**src/rtl/demux1to4_prio_dec.sv**
```systemverilog
// Re-expands a 3-bit priority code into an 8-bit one-hot or thermometer vector.
// The vector is steered into one of four single-entry lanes, each with a valid/ready handshake.
module demux1to4_prio_dec #(
  parameter int THERMO = 0
) (
  input  logic       clk,
  input  logic       rst,
  input  logic [2:0] E,
  input  logic [1:0] S,
  input  logic       in_valid,
  output logic       in_ready,
  output logic [7:0] O0,
  output logic [7:0] O1,
  output logic [7:0] O2,
  output logic [7:0] O3,
  output logic [3:0] o_valid,
  input  logic [3:0] o_ready
);

  typedef enum logic {
    EMPTY = 1'b0,
    FULL  = 1'b1
  } lane_state_t;

  lane_state_t r_state    [4];
  lane_state_t w_state_nxt[4];
  logic [7:0]  r_data     [4];
  logic [7:0]  w_data_nxt [4];
  logic [7:0]  w_dec;
  logic [3:0]  w_pop;
  logic [3:0]  w_load;
  logic        w_accept;

  // The shift is done 9 bits wide on a 4-bit amount so E=7 yields 9'h100 - 1 = 8'hFF.
  function automatic logic [7:0] decode(input logic [2:0] code);
    logic [3:0] amt;
    logic [8:0] wide;
    if (THERMO != 0) begin
      amt  = {1'b0, code} + 4'd1;
      wide = (9'd1 << amt) - 9'd1;
    end else begin
      amt  = {1'b0, code};
      wide = 9'd1 << amt;
    end
    return wide[7:0];
  endfunction

  assign w_dec    = decode(E);
  assign in_ready = ~o_valid[S] | o_ready[S];
  assign w_accept = in_valid & in_ready;

  always_comb begin
    for (int k = 0; k < 4; k++) begin
      w_pop[k]       = (r_state[k] == FULL) & o_ready[k];
      w_load[k]      = w_accept & (S == 2'(k));
      w_state_nxt[k] = r_state[k];
      w_data_nxt[k]  = r_data[k];
      if (w_load[k]) begin
        w_data_nxt[k] = w_dec;
      end else begin
        w_data_nxt[k] = r_data[k];
      end
      case (r_state[k])
        EMPTY: begin
          if (w_load[k]) begin
            w_state_nxt[k] = FULL;
          end else begin
            w_state_nxt[k] = EMPTY;
          end
        end
        FULL: begin
          if (w_pop[k] && !w_load[k]) begin
            w_state_nxt[k] = EMPTY;
          end else begin
            w_state_nxt[k] = FULL;
          end
        end
        default: w_state_nxt[k] = EMPTY;
      endcase
    end
  end

  always_ff @(posedge clk) begin
    if (rst) begin
      for (int k = 0; k < 4; k++) begin
        r_state[k] <= EMPTY;
        r_data[k]  <= 8'h00;
      end
    end else begin
      for (int k = 0; k < 4; k++) begin
        r_state[k] <= w_state_nxt[k];
        r_data[k]  <= w_data_nxt[k];
      end
    end
  end

  always_comb begin
    for (int k = 0; k < 4; k++) begin
      o_valid[k] = (r_state[k] == FULL);
    end
  end

  assign O0 = r_data[0];
  assign O1 = r_data[1];
  assign O2 = r_data[2];
  assign O3 = r_data[3];

endmodule
```
**config.mk**
```make
export PLATFORM = sky130hd
export DESIGN_NAME = demux1to4_prio_dec
export DESIGN_NICKNAME = d
export VERILOG_FILES = /design/src/rtl/demux1to4_prio_dec.sv
export SDC_FILE = /design/constraint.sdc
export NUM_CORES = 1
export LEC_CHECK = 0
export ABC_AREA = 1
export CORE_ASPECT_RATIO = 1.1
export CORE_UTILIZATION = 43
export DETAILED_ROUTE_END_ITERATION = 6
export MAX_ROUTING_LAYER = met4
export PLACE_DENSITY = 0.76
export SYNTH_ARGS = -nofsm -noshare
export SYNTH_HDL_FRONTEND = slang
export SYNTH_SLANG_ARGS = --single-unit
```
**constraint.sdc**
```tcl
create_clock -name clk -period 2.2 [get_ports clk]
set_clock_uncertainty 0.1 [all_clocks]
set_input_delay 0.55 -clock clk [delete_from_list [all_inputs] [get_ports clk]]
set_output_delay 0.55 -clock clk [all_outputs]
set_load 0.01 [all_outputs]
```
Word-level counts from Yosys, hierarchy flattened:

Memories as Yosys holds them, arrays and structs flattened.
Cells that the tools add are included.
Widths: inputs -> output; s select.

* bits in registers: 0
* RAM bits: 36
* input port bits: 12
* output and inout port bits: 37
* memories kept: 2

Memory list
* r_data: depth 4, width 8, rd ports 4, clocked after Yosys merged registers in 0, write ports 4, RTL line 27 `logic [7:0] r_data [4];`
* r_state: depth 4, width 1, rd ports 4, clocked after Yosys merged registers in 0, write ports 4, RTL line 25 `lane_state_t r_state [4];`

* $lt $le $gt $ge: 1
* equality and inequality tests: 3
* shift operators: 1
* mux-type cells: 31
* bitwise operators: 23
* reduce and logical (&&, ||, !) cells: 9

Operators with widths (number)
* $mux 8: 8
* $mux 1: 17
* $and 1x1->1: 9
* $or 1x1->1: 9
* $pmux 1 s2: 4
* $shl 1x3->8 const A: 1
* $not 1->1: 5
* $bmux 1 s2: 2
* $eq 2x2->1 const B: 2
* $logic_and 1x1->1: 4
* $logic_not 1->1: 4
* $lt 2x3->1 const B: 1
* $eq 2x1->1 const B: 1
* $logic_not 2->1: 1

Depth between registers and ports, before layout:

* word-level depth: 11
* mapped depth: 13

Worst setup path before layout:

Ideal clock, no wire load.

* path type: input to output
* from: input S[0]
* to: output in_ready
* arrival: 1348 ps
* required time: 1550 ps
* path slack: 202 ps
* cell stages on the path: 8
* path buffers: 3
* path through: buf_6 -> nor2_4 -> nand2_1 -> nand2_1 -> nor2_2 -> nand2_4 -> buf_6 -> buf_6

* longest elaborated chain between the ends: 4

Ends and longest elaborated chain
* from (decl): RTL line 9 `input logic [1:0] S,`
* $bmux 1 s2: RTL line 49 `assign in_ready = ~o_valid[S] | o_ready[S];`
* $mux 1 (implied by the code): RTL line 49
* $not 1->1: RTL line 49
* $or 1x1->1 (*): RTL line 49
* to (decl): RTL line 11 `output logic in_ready,`

Every way passes the cells marked *; elsewhere a longest branch is shown, timed or not. The select of a mux whose other input is x is not followed.

Worst setup path in the final report:

* from: input S[1]
* to: output in_ready

Same word-level chain as after synthesis.

==> results by group <==
Global routing
  – GRT overflow: 0
  – Global Route Usage Sum: 0.196
  – First-pass GRT wire length: 6.67 mm
  – Largest net degree at the start of global routing: 33
  – Antenna violations before repair: 0
  – Vias in the first global route: 1523

Timing
  – Slew Limit Fails: 0
  – Setup TNS: 0 ns
  – Final Setup Violations: 0
  – Max Fclk: 470 MHz
  – Worst-Margin Slew: 0.310 ns
  – Fin. Hold Viols: 0
  – Fin crit share: 0.966
  – Tmin final: 2.13 ns
  – Slew headroom: 0.794
  – RSZ-0062 raised after global routing: false

Clock network
  – Clock Latency Late Sink: 0.28 ns
  – Root Buffer: clkbuf_8
  – H-Tree Depth: 2
  – Clock Path Buffers: 2
  – TritonCTS clock tree: done
  – Clock sinks: 36
  – Clock-pin slew of the registers on the worst-case setup and hold paths: 0.07 ns
  – Hold buffer count at cts: 0
  – Cts bufs inserted: 5

Worst hold path
  – Hold wc startpoint: r_state[2]
  – Hold-critical path endpoint: r_state[2]
  – Hold Path Depth: 2
  – Worst Hold Class: reg -> reg

Place
  – PortBufs: 48
  – HPWL Detailed: 2.83 mm
  – Routability cong.: 0.880

Route
  – Final ANT Viol Nets: 0
  – Via count: 1734
  – Routed WL: 3.87 mm
  – Drt drc: 0
  – Drt pass-1 iters: 4
  – Starting DRT DRC Count: 57
  – Routed len/inst: 9.81 µm
  – Vias/cell: 4.40

Power and ir drop
  – Pleak: 1.30 nW
  – Power Dens Cells: 624 nW/µm²
  – Peak supply drop: 0.000557 V
  – Power Total: 1.55 mW

Synthesis
  – Syn nets: 297
  – Post-Syn Area per Cell: 6.43 µm²
  – Top post-synthesis cells by area: dfxtp_1 39%, nand2_1 17%, inv_1 12%
  – Seq cells post-synth: 36
  – Sequential fraction of the synthesis area: 0.393
  – Mapped Cells: 285
  – Synth cell types: 17
  – Async SR Flop Fraction: 0
  – Post-synth EDFFs: 0
  – Warnings from Yosys: 0
  – Synthesized area: 1830 µm²
  – Cell taking the most area after synthesis: dfxtp_1
  – Most frequent cell after synthesis: nand2_1
  – Area share of the largest cell type after synthesis: 0.393
  – Commonest cells post-synth: 81 x nand2_1, 57 x inv_1, 50 x nor2_1
  – Commonest register cell after synthesis: dfxtp_1

Final layout
  – Layout cell share with drive strength beyond 1: 0.114
  – Fillers: 385
  – Final net count: 353
  – Post-layout util: 0.618
  – Area grow syn2layout: 35.9%
  – Diodes inserted: 0

Setup path
  – Worst r2r path cells: 11
  – CP Max Fanout: 6
  – FF-to-FF Start: r_state[1]
  – Critical Setup Path Class: in -> out
  – Flop-to-flop setup slack: 0.64 ns
  – CP arrival: 1.48 ns
  – CP Capture Type: primary output
  – CP startpoint kind: input pin
  – WP data required: 1.55 ns
  – Reg-to-Reg End: r_data[2][2]

Floorplan
  – Die footprint: 4530 µm²
  – Ports: 49
  – Row count: 24
  – Die width: 64.2 µm
  – Die H: 70.5 µm
  – Area of the core: 4020 µm²
  – Initial Util: 0.455

Outcome
  – Status: complete, no violations

Flow run
  – Max_cap viols: 0
cells by family (layout without fill, tap and decap cells):
family          after synthesis  count (layout)  share of synthesized area
simple gates                165             165                      0.399
buf+inv                      80             137                      0.197
compound gates                4               4                     0.0109
flops                        36              36                      0.393
report_power, final:
group | switching [mW] | leakage, nW | internal [mW]
sequential | 0.0175 | 0.294 | 0.685
clock | 0.233 | 0.0552 | 0.336
combinational | 0.145 | 0.947 | 0.137
through the flow:
| step | instance area [µm²] | worst slack [ns] | instances | hold slack, ns |
|---|---|---|---|---|
| finish | 2490 | 0.0740 | 394 | 0.395 |
| floorplan | 1830 | 0.202 | 285 | 0.351 |
| global placement | 2380 | -0.484 | 385 | 0.375 |
| global route | 2490 | 0.0173 | 394 | 0.415 |
| detailed placement | 2380 | -0.502 | 385 | 0.387 |
| CTS | 2490 | 0.0708 | 394 | 0.397 |
cell type report:
cell class                      count  area, µm²  share of cell area
Clock buffer                        6       72.6              0.0292
Clock inverter                      2       35.0              0.0141
Tap cell                           52       65.1              0.0261
Multi-Input combinational cell    169        751               0.302
Inverter                           64        240              0.0965
Timing Repair Buffer               65        604               0.243
Sequential cell                    36        721               0.290
sequential cells by signal, summed over array words and instances (netlist names):
signal	flops
r_state	4
r_data	32
layout by cell type, fill, tap and decap left out, drive strengths merged:
master         count
nand2             82
inv               64
nor2              52
clkdlybuf4s50     45
dfxtp             36
buf               18
nand4             16
nand3             15
clkbuf             6
a21oi              4
dlygate4sd2        2
bufinv             1
clkinv             1
how the worst max path moves through the flow:
| stage | startpoint | to | depth (start not counted) |
|---|---|---|---|
| finish | S[1] | in_ready | 7 |
| global route | o_ready[1] | in_ready | 6 |
| CTS | o_ready[1] | in_ready | 6 |
| detailed placement | S[1] | in_ready | 7 |
| global placement | S[1] | in_ready | 7 |
| floorplan | S[0] | in_ready | 8 |
per-layer routing:
layer	global-route usage	up-vias	part of all wire
met2	0.307	40	0.48
met1	0.244	746	0.45
met3	0.0523	7	0.057
met4	0.0667	0	0.014
met5	-	-	0
li1	-	941	-
critical path, cell delays in order:
cell	delay (ns)
dlygate4sd2_1	0.36
inv_2	0.08
nand3_1	0.08
nand2_1	0.06
nor2_2	0.14
nand2_4	0.06
buf_2	0.14
repair_timing:
item	4_1_cts	5_1_grt
buffers inserted	1	0
setup endpoints to repair	1	0
gates resized for setup	7	0
Note: power is estimated with default switching activity, not from simulation.
